--- config.mk ---
export PLATFORM = sky130hd
export DESIGN_NAME = button_scheduler_flat
export DESIGN_NICKNAME = d
export VERILOG_FILES = /design/src/rtl/btn_pkg.sv /design/src/rtl/button_scheduler_if.sv /design/src/rtl/btn_sync.sv /design/src/rtl/button_scheduler.sv /design/src/flat_wrapper.sv
export SDC_FILE = /design/constraint.sdc
export NUM_CORES = 1
export LEC_CHECK = 0
export BUFFER_PORTS_ARGS = -buffer_cell sky130_fd_sc_hd__buf_2
export CAP_MARGIN = 15
export CORE_MARGIN = 5
export CORE_UTILIZATION = 55
export CTS_CLUSTER_DIAMETER = 120
export CTS_CLUSTER_SIZE = 12
export DETAILED_ROUTE_END_ITERATION = 7
export GPL_ROUTABILITY_DRIVEN = 0
export PLACE_DENSITY = 0.76
export SETUP_SLACK_MARGIN = 0.15
export SLEW_MARGIN = 20
export SYNTH_ARGS = -nofsm -noshare
export SYNTH_HDL_FRONTEND = slang
export SYNTH_HIERARCHICAL = 1
export SYNTH_SLANG_ARGS = --single-unit
--- constraint.sdc ---
create_clock -name clk -period 2.12 [get_ports clk]
set_clock_uncertainty 0.1 [all_clocks]
set_input_delay 0.212 -clock clk [delete_from_list [all_inputs] [get_ports clk]]
set_output_delay 0.212 -clock clk [all_outputs]
set_load 0.05 [all_outputs]
--- src/rtl/btn_pkg.sv ---
// Shared button-scheduler types and button-index constants for cmdId consumers.
package btn_pkg;

    typedef enum logic [1:0] {IDLE, PRESENT, LOCKOUT, HOLD} state_t;

    localparam int BTN_C = 0;
    localparam int BTN_U = 1;
    localparam int BTN_L = 2;
    localparam int BTN_R = 3;
    localparam int BTN_D = 4;

    function automatic int id_w(input int n);
        return (n > 1) ? $clog2(n) : 1;
    endfunction

endpackage

--- src/rtl/button_scheduler_if.sv ---
// Command handshake between the button scheduler and the sort/display engine.
interface button_scheduler_if #(
    parameter int NUM_BTNS = 5
);
    localparam int ID_W = btn_pkg::id_w(NUM_BTNS);

    logic            cmdValid;
    logic            cmdReady;
    logic [ID_W-1:0] cmdId;

    modport master (output cmdValid, output cmdId, input cmdReady);
    modport slave  (input cmdValid, input cmdId, output cmdReady);
endinterface

--- src/rtl/btn_sync.sv ---
// Parameterised-width two-flop synchroniser for asynchronous button levels.
module btn_sync #(
    parameter int WIDTH = 5
) (
    input  logic             clk,
    input  logic             reset,
    input  logic [WIDTH-1:0] i_d,
    output logic [WIDTH-1:0] o_q
);
    logic [WIDTH-1:0] r_meta;
    logic [WIDTH-1:0] r_sync;

    always_ff @(posedge clk or posedge reset) begin
        if (reset) begin
            r_meta <= '0;
            r_sync <= '0;
        end else begin
            r_meta <= i_d;
            r_sync <= r_meta;
        end
    end

    assign o_q = r_sync;
endmodule

--- src/rtl/button_scheduler.sv ---
// Turns synchronised button presses into one prioritised command each, with a
// shared lockout counter and optional auto-repeat while the button is held.
module button_scheduler
    import btn_pkg::*;
#(
    parameter int NUM_BTNS      = 5,
    parameter int LOCKOUT_COUNT = 20000000,
    parameter int REPEAT_COUNT  = 0
) (
    input  logic                clk,
    input  logic                reset,
    input  logic [NUM_BTNS-1:0] btn,
    button_scheduler_if.master  cmd,
    output logic                busy,
    output logic                cmdDropped
);
    localparam int          ID_W      = id_w(NUM_BTNS);
    localparam logic [31:0] LOCK_LAST = 32'(LOCKOUT_COUNT - 1);
    localparam logic [31:0] REP_LAST  = (REPEAT_COUNT > 0) ? 32'(REPEAT_COUNT - 1) : 32'd0;

    logic [NUM_BTNS-1:0] w_sync;
    logic [NUM_BTNS-1:0] r_prev;
    logic [NUM_BTNS-1:0] w_others;
    logic [NUM_BTNS-1:0] w_rise;
    state_t              r_state, w_next;
    logic [31:0]         r_cnt, w_cnt_next;
    logic [ID_W-1:0]     r_id, w_id_next, w_prio;
    logic                r_dropped;

    btn_sync #(.WIDTH(NUM_BTNS)) u_sync (
        .clk   (clk),
        .reset (reset),
        .i_d   (btn),
        .o_q   (w_sync)
    );

    // Scan from the top down so the lowest set index is the last one written.
    always_comb begin
        w_prio = '0;
        for (int i = NUM_BTNS - 1; i >= 0; i--) begin
            if (w_sync[i]) w_prio = ID_W'(i);
        end
    end

    always_comb begin
        w_others = '0;
        for (int i = 0; i < NUM_BTNS; i++) begin
            w_others[i] = (ID_W'(i) != r_id);
        end
    end

    assign w_rise = w_sync & ~r_prev & w_others;

    always_comb begin
        w_next     = r_state;
        w_cnt_next = r_cnt;
        w_id_next  = r_id;
        case (r_state)
            IDLE: begin
                w_cnt_next = '0;
                if (|w_sync) begin
                    w_next    = PRESENT;
                    w_id_next = w_prio;
                end
            end
            PRESENT: begin
                if (cmd.cmdReady) begin
                    w_next     = LOCKOUT;
                    w_cnt_next = '0;
                end
            end
            LOCKOUT: begin
                if (r_cnt == LOCK_LAST) begin
                    w_next     = HOLD;
                    w_cnt_next = '0;
                end else begin
                    w_cnt_next = r_cnt + 32'd1;
                end
            end
            HOLD: begin
                if (!w_sync[r_id]) begin
                    w_next     = IDLE;
                    w_cnt_next = '0;
                end else if (REPEAT_COUNT > 0) begin
                    if (r_cnt == REP_LAST) begin
                        w_next     = PRESENT;
                        w_cnt_next = '0;
                    end else begin
                        w_cnt_next = r_cnt + 32'd1;
                    end
                end
            end
            default: w_next = IDLE;
        endcase
    end

    always_ff @(posedge clk or posedge reset) begin
        if (reset) begin
            r_state   <= IDLE;
            r_cnt     <= '0;
            r_id      <= '0;
            r_prev    <= '0;
            r_dropped <= 1'b0;
        end else begin
            r_state   <= w_next;
            r_cnt     <= w_cnt_next;
            r_id      <= w_id_next;
            r_prev    <= w_sync;
            // Rising edges seen in IDLE are consumed by arbitration, not dropped.
            r_dropped <= (r_state != IDLE) && (|w_rise);
        end
    end

    assign cmd.cmdValid = (r_state == PRESENT);
    assign cmd.cmdId    = r_id;
    assign busy         = (r_state != IDLE);
    assign cmdDropped   = r_dropped;
endmodule

--- src/flat_wrapper.sv ---
// flat-port wrapper written by rule: the top's interface ports become plain ports
module button_scheduler_flat import btn_pkg::*;
#(
    parameter int NUM_BTNS      = 5,
    parameter int LOCKOUT_COUNT = 20000000,
    parameter int REPEAT_COUNT  = 0
)
  (clk, reset, btn, busy, cmdDropped, cmd_cmdValid, cmd_cmdId, cmd_cmdReady);
  button_scheduler_if #(.NUM_BTNS(NUM_BTNS)) cmd_i ();
  input  logic clk;
  input  logic reset;
  input  logic [NUM_BTNS-1:0] btn;
  output logic busy;
  output logic cmdDropped;
  output wire logic [$bits(cmd_i.cmdValid)-1:0] cmd_cmdValid;
  output wire logic [$bits(cmd_i.cmdId)-1:0] cmd_cmdId;
  input wire logic [$bits(cmd_i.cmdReady)-1:0] cmd_cmdReady;
  assign cmd_cmdValid = cmd_i.cmdValid;
  assign cmd_cmdId = cmd_i.cmdId;
  assign cmd_i.cmdReady = cmd_cmdReady;
  button_scheduler #(.NUM_BTNS(NUM_BTNS), .LOCKOUT_COUNT(LOCKOUT_COUNT), .REPEAT_COUNT(REPEAT_COUNT)) u_core (.clk(clk), .reset(reset), .btn(btn), .cmd(cmd_i), .busy(busy), .cmdDropped(cmdDropped));
endmodule
==> results of run 1 <==
layout make-up:
class	instances	area, sq um	area share [%]
Timing Repair Buffer	72	602	16.1
Clock buffer	6	72.6	1.94
Tap cell	70	87.6	2.34
Clock inverter	2	10.0	0.268
Sequential cell	53	1330	35.6
Multi-Input combinational cell	222	1590	42.4
Inverter	13	48.8	1.31
worst reg2reg max path, stage by stage, from the launching register on:
cell and delay (ns):
dfrtp_2 0.42, ha_2 0.23, nor2b_1 0.21, o21ai_2 0.14, o211a_4 0.35, buf_6 0.15, a31oi_1 0.23, a31oi_1 0.07
kinds of logic after synthesis:
| logic type | after synthesis |
|---|---|
| muxes | 3 |
| and+or+nand+nor | 125 |
| adders and majority gates | 5 |
| buffers and inverters | 29 |
| AOI/OAI and AO/OA | 88 |
| DFF | 53 |
power by group:
part	switching, mW	internal, mW
Combinational	1.13	0.776
Clock	0.319	0.230
Sequential	0.0757	1.10
how the worst min path moves through the flow:
stage	start	to	slack [ns]
finish	u_core/u_sync/r_meta[0]$_DFF_PP0_	u_core/u_sync/o_q[0]$_DFF_PP0_	0.26
global route	u_core/u_sync/r_meta[0]$_DFF_PP0_	u_core/u_sync/o_q[0]$_DFF_PP0_	0.26
CTS	u_core/u_sync/r_meta[0]$_DFF_PP0_	u_core/u_sync/o_q[0]$_DFF_PP0_	0.26
detailed placement	reset	u_core/u_sync/r_meta[3]$_DFF_PP0_	0.11
global placement	reset	u_core/u_sync/r_meta[1]$_DFF_PP0_	0.09
floorplan	reset	u_core/u_sync/o_q[0]$_DFF_PP0_	-0.05
layer usage:
layer | routed length, um | vias up
met2 | 3870 | 163
met3 | 724 | 21
li1 | - | 1272
met1 | 3290 | 1353
met5 | 0 | -
met4 | 152 | 0
flip-flops by register name (all words and copies together), names as in the netlist:
| name | cells |
|---|---|
| u_core/cmd.cmdId | 3 |
| u_core/r_state | 2 |
| u_core/u_sync/r_meta | 5 |
| u_core/u_sync/o_q | 5 |
| u_core/r_cnt | 32 |
| u_core/r_prev | 5 |
| u_core/cmdDropped | 1 |
repair_timing:
item	CTS	global route
hold buffers	6	0
buffers inserted	9	3
endpoints found under the hold margin	35	0
setup endpoints to repair	22	30
gates resized for setup	9	30
cloned	1	1
pin swaps	4	8
layout by cell type, fill, tap and decap left out, types with 5 or more instances in the layout:
cell type      instances
buf_4                 45
and4_1                 5
buf_2                 13
o21ai_0               11
inv_1                 11
clkbuf_8               5
nor2_1                13
nand3_1               16
a31oi_1               42
nand4_1                8
nand2_1               30
a21oi_1                5
dfrtp_1               48
dfrtp_2                5
nor3_1                 9
dlygate4sd3_1          6
nand2b_1               8
==> results.md, run 1 <==
- Status: finished clean
- GRT Total Usage: 24.4%
- Util after Layout: between 70% and 80%
- Grt peak-use layer: met2
- Via count: 2809
- First-pass GRT wire length: 12400 um
- Routed wire length: 8030 um
- Async S/R FF share, synth: 100%
- I/O pin count: 14
- Vias in the first global route: around 2600
- P_leak: 1.59 nW
- CP max stage cell: dfrtp_2
- Hpwl dp: around 4900 um
- Most numerous cell in the Yosys netlist: dfrtp_1
- Longest Clk Path Bufs: 2
- Max Slew Vio Count: 0
- Reg-to-reg endpoint: u_core/r_cnt[21]$_DFFE_PP0P_
- GR Util met1: 33.0%
- H-tree depth: 2
- CTS Buf Count: 5
- Starting Density: ~56%
- Post-Synth XOR/XNOR Area: 0%
- Latest clock arrival within the worst-skew pair: 0.30 ns
- Worst Hold Class: reg2reg
- PwrDens: 972 nW/um^2
- Syn-to-layout area delta: 32.2%
- Die extent in x: just over 80 um
- Sequential area share after synthesis: 46.9%
- # rows: 26
- First-pass DRT Iterations: 6
- Final cell count without fillers: 438
- Syn Inst Count: 303
- Worst-path cell chain: ha_2 -> nor2b_1 -> o21ai_2 -> o211a_4 -> buf_6 -> a31oi_1 -> a31oi_1
- Hold Path Stages: 0
- Die area: 6680 sq um
- Post-DP Area: 3290 sq um
- Diode count: 0
- CTS Root Cell: clkbuf_8
- Post-Syn Area: 2830 sq um
- #FFs+latches synth: 53
- Fill cells: 340
- DR iter-0 viols: between 300 and 400
- Setup TNS: 0 ns
- Syn_nets: 316
- Vias per cell: 6.41
- Clock-pin slew on the worst setup and hold paths: 0.09 ns
- Post-synthesis mux area share: 1.15%
- Crit share post-route: between 90% and 100%
- Worst Max-Slew Pin Slew: just over 0.8 ns
- Crit path from: u_core/r_state[0]$_DFFE_PP0P_
- Proportion of layout cells with a drive suffix above 1: between 30% and 40%
- EDFF count, synth: 0
- WL per Instance: 18.3 um
- TritonCTS Sinks: 53
- GR Overflow Total: 0
- Reg2Reg Depth: 7
- Reg-to-Reg Start: u_core/r_state[0]$_DFFE_PP0P_
- Syn_area_per_cell: 9.34 sq um
- CP arrival: 2.10 ns
- Main synth FF type: dfrtp_1
- Worst Setup End Kind: register
- Max stage delay on crit path: 0.42 ns
- Yosys top cell area share: 46.9%
- Flop-to-flop setup slack: 0.10 ns
- DRC: 0
- Synth Warn #: 6
- Synth Area in Compound Gates: about 21%
- Max frequency: 0.495 GHz
- Max cap viols: 0
- Die Span Y: approximately 80 um
- Crit path to: u_core/r_cnt[21]$_DFFE_PP0P_
- Initial antenna violation count: 0
- Nets: 380
- PnR worst setup slack: a little over 0.1 ns
- Simple-gate share of the synthesized area: 24.5%
- CP Max Fanout: 6
- Core area: 5040 sq um
- Top post-synthesis cells by area: dfrtp_1 (47%), a31oi_1 (9.7%), nand2_1 (4.1%)
- Area share of fa/ha/maj cells after synthesis: 2.21%
- Post-route ant nets: 0
- CTS tree: yes
- Critical path launch point type: register
- Setup violators final: 0
- Cell taking the most area after synthesis: dfrtp_1
- Cell area after layout: 3740 sq um
- Relative slew slack: 44.5%
- Bufs and invs on worst path: 1
- Placed Cells: 410
- Hold Vio Cnt, Final: 0
- Critical path depth in cells: 7
- Pre-CTS WS: a little under 0.05 ns
- Met3 Use GR: 5.04%
- Delay-heaviest family, CP: compound AO/OA/AOI/OAI gates
- GR met2 Demand/Resource: 39.3%
- Overall power: ~3.6 mW
- Synth unique cells: 49
- RSZ-0062 raised after global routing: true
- Critical path required time: 2.20 ns
- Min Hold Slack: 0.256 ns
- Most used cell along the critical path: a31oi_1
- Crit Path Class: reg2reg
- Commonest cells in the netlist: dfrtp_1 (53), a31oi_1 (44), nand2_1 (31), nand3_1 (16), nor2_1 (15)
- Peak supply drop: 0.739 mV
- Period minus WS final: 2.02 ns
- Largest net degree at the start of global routing: 30
- IO Port Bufs: 13
- Largest family of logic cells by synthesized area: simple AND/OR/NAND/NOR gates
Note: power is estimated with default switching activity, not from simulation.
==> run 2, diff against run 1 <==
BUFFER_PORTS_ARGS = -buffer_cell sky130_fd_sc_hd__buf_4   (was -buffer_cell sky130_fd_sc_hd__buf_2)
==> run 2 against run 1 <==
Effect of this change:
- core utilization up 0.87 points
- clock power grew 47%
- sequential cell count did not move
- sequential power barely moved
- highest routed layer unchanged
- largest cell class unchanged
- largest power group unchanged
- critical path type unchanged
- worst hold slack worse by 0.0099 ns
- fmax fell by 2.5%
==> results.md, run 2 (synthesis results as in run 1) <==
- Status: finished clean
- CP arrival: 2.19 ns (+0.09 ns)
- Via count: 2848 (+1.4%)
- Longest Clk Path Bufs: 2 (unchanged)
- Die Span Y: 81.7 um (unchanged)
- DR iter-0 viols: 337 (-12%)
- Reg with most FFs: u_core/r_cnt
- Commonest non-fill, non-tap cells in the layout: buf_4 (67), dfrtp_1 (50), a31oi_1 (43)
- CP max stage cell: or4_4
- Critical path required time: 2.24 ns (+0.04 ns)
- Crit Path Class: reg2reg
- WL per Instance: 17.9 um (-2.6%)
- Relative slew slack: 65.0% (+21 points)
- Routed wire length: 7930 um (-1.3%)
- Proportion of layout cells with a drive suffix above 1: 31.6% (-0.24 points)
- GRT Total Usage: 23.9% (-0.50 points)
- Worst Setup End Kind: register
- I/O pin count: 14 (unchanged)
- Max frequency: 0.483 GHz (-2.5%)
- Reg2Reg Depth: 6 (-1)
- PwrDens: 979 nW/um^2 (+0.72%)
- TritonCTS Sinks: 53 (unchanged)
- CTS tree: yes
- Core area: 5040 sq um (unchanged)
- Setup violators final: 0 (unchanged)
- P_leak: 1.62 nW (+1.8%)
- Pre-CTS WS: 0.0392 ns (-0.0101 ns)
- Detail Route met2 WL: 3760 um (-2.7%)
- Nets: 386 (+1.6%)
- Max stage delay on crit path: 0.65 ns (+0.23 ns)
- Final cell count without fillers: 444 (+1.4%)
- Post-route ant nets: 0 (unchanged)
- Worst Max-Slew Pin Slew: 0.522 ns (-0.306 ns)
- Die area: 6680 sq um (unchanged)
- Hpwl dp: 5000 um (+1.5%)
- Initial antenna violation count: 0 (unchanged)
- Hold Path Stages: 0 (unchanged)
- RSZ-0062 raised after global routing: true
- Setup TNS: 0 ns (unchanged)
- DRC: 0 (unchanged)
- CTS Root Cell: clkbuf_8
- Placed Cells: 412 (+0.49%)
- Period minus WS final: 2.07 ns (+0.0519 ns)
- Peak supply drop: 0.595 mV (-20%)
- Max reg flops: 32 (unchanged)
- H-tree depth: 2 (unchanged)
- Diode count: 0 (unchanged)
- Critical path depth in cells: 6 (-1)
- Latest clock arrival within the worst-skew pair: 0.31 ns (about the same)
- DR WL met3: 622 um (-14%)
- Starting Density: 56.1% (unchanged)
- Syn-to-layout area delta: 33.7%
- GR Overflow Total: 0 (unchanged)
- Critical path launch point type: register
- First-pass GRT wire length: 12400 um (about the same)
- CP Max Fanout: 8 (+2)
- Commonest non-fill, non-tap cell in the layout: buf_4
- Bufs and invs on worst path: 0 (-1)
- IO Port Bufs: 13 (unchanged)
- # rows: 26 (unchanged)
- Max Slew Vio Count: 0 (unchanged)
- Vias in the first global route: 2574 (-0.89%)
- Fill cells: 337 (-0.88%)
- Worst Hold Class: reg2reg
- Worst-path cell chain: ha_2 -> nand4_4 -> or4_4 -> nor2_1 -> a41oi_1 -> a31oi_1
- Delay-heaviest family, CP: simple AND/OR/NAND/NOR gates
- Hold Vio Cnt, Final: 0 (unchanged)
- First-pass DRT Iterations: 7 (+1)
- Metal-1 WL: 3360 um (+2.3%)
- PnR worst setup slack: 0.0492 ns (-0.0519 ns)
- Largest net degree at the start of global routing: 33 (+10%)
- CTS Buf Count: 5 (unchanged)
- Crit share post-route: 97.7% (+2.4 points)
- Die extent in x: 81.7 um (unchanged)
- Max cap viols: 0 (unchanged)
- Top Layer Used: met4
- Vias per cell: 6.41 (about the same)
- Clock-pin slew on the worst setup and hold paths: 0.10 ns (about the same)
run 2: path summary, 6_finish.rpt:
check	end	start	slack [ns]
max	u_core/r_cnt[28]$_DFFE_PP0P_	u_core/r_cnt[0]$_DFFE_PP0P_	0.05
min	u_core/u_sync/o_q[2]$_DFF_PP0_	u_core/u_sync/r_meta[2]$_DFF_PP0_	0.25
max reg2reg	u_core/r_cnt[28]$_DFFE_PP0P_	u_core/r_cnt[0]$_DFFE_PP0P_	0.05
min reg2reg	u_core/u_sync/o_q[2]$_DFF_PP0_	u_core/u_sync/r_meta[2]$_DFF_PP0_	0.25
max in group asynchronous	u_core/r_cnt[12]$_DFFE_PP0P_	reset	1.05
min in group asynchronous	u_core/u_sync/o_q[0]$_DFF_PP0_	reset	0.35
run 2: through the flow:
stage                     hold WS [ns]  cell area [sq um]  util, %  total power [mW]
after global routing             0.254               3780     75.0              3.89
after global placement           0.106               3340     66.2              2.65
after CTS                        0.249               3570     70.8              3.53
after detailed placement         0.114               3340     66.2              2.68
after floorplan                -0.0478               2900        -              2.25
final                            0.246               3780     75.0              3.70
run 2: final cells by class:
class / count / area [sq um] / area share, %
inverters: 13 / 48.8 / 1.29
clock inverters: 3 / 65.1 / 1.72
well taps: 70 / 87.6 / 2.32
multi-input cells: 221 / 1530 / 40.3
repair buffers: 79 / 657 / 17.4
flip-flops and latches: 53 / 1330 / 35.2
clock buffers: 5 / 68.8 / 1.82
run 2: metal layers:
metal,GRT usage [%],up-vias
met5,0,-
met4,6.31,0
met3,3.51,26
met2,38.0,158
met1,34.0,1379
li1,-,1285
run 2: where the power goes:
group | switching (mW) | total, mW | internal, mW
clock network | 0.334 | 0.803 | 0.469
logic | 1.04 | 1.72 | 0.680
registers | 0.0781 | 1.18 | 1.10
run 2: what timing repair did:
action,4_1_cts,5_1_grt
pin swaps,2,10
hold buffers,6,0
endpoints found under the hold margin,26,0
setup endpoints to repair,29,29
buffers inserted,3,15
gates resized for setup,5,21
run 2: worst reg2reg max path: cells and delay by family (launching register included):
| family | cells | cell delay (ns) |
|---|---|---|
| AOI/OAI and AO/OA | 2 | 0.37 |
| DFF | 1 | 0.36 |
| adders and majority gates | 1 | 0.21 |
| and+or+nand+nor | 3 | 0.96 |
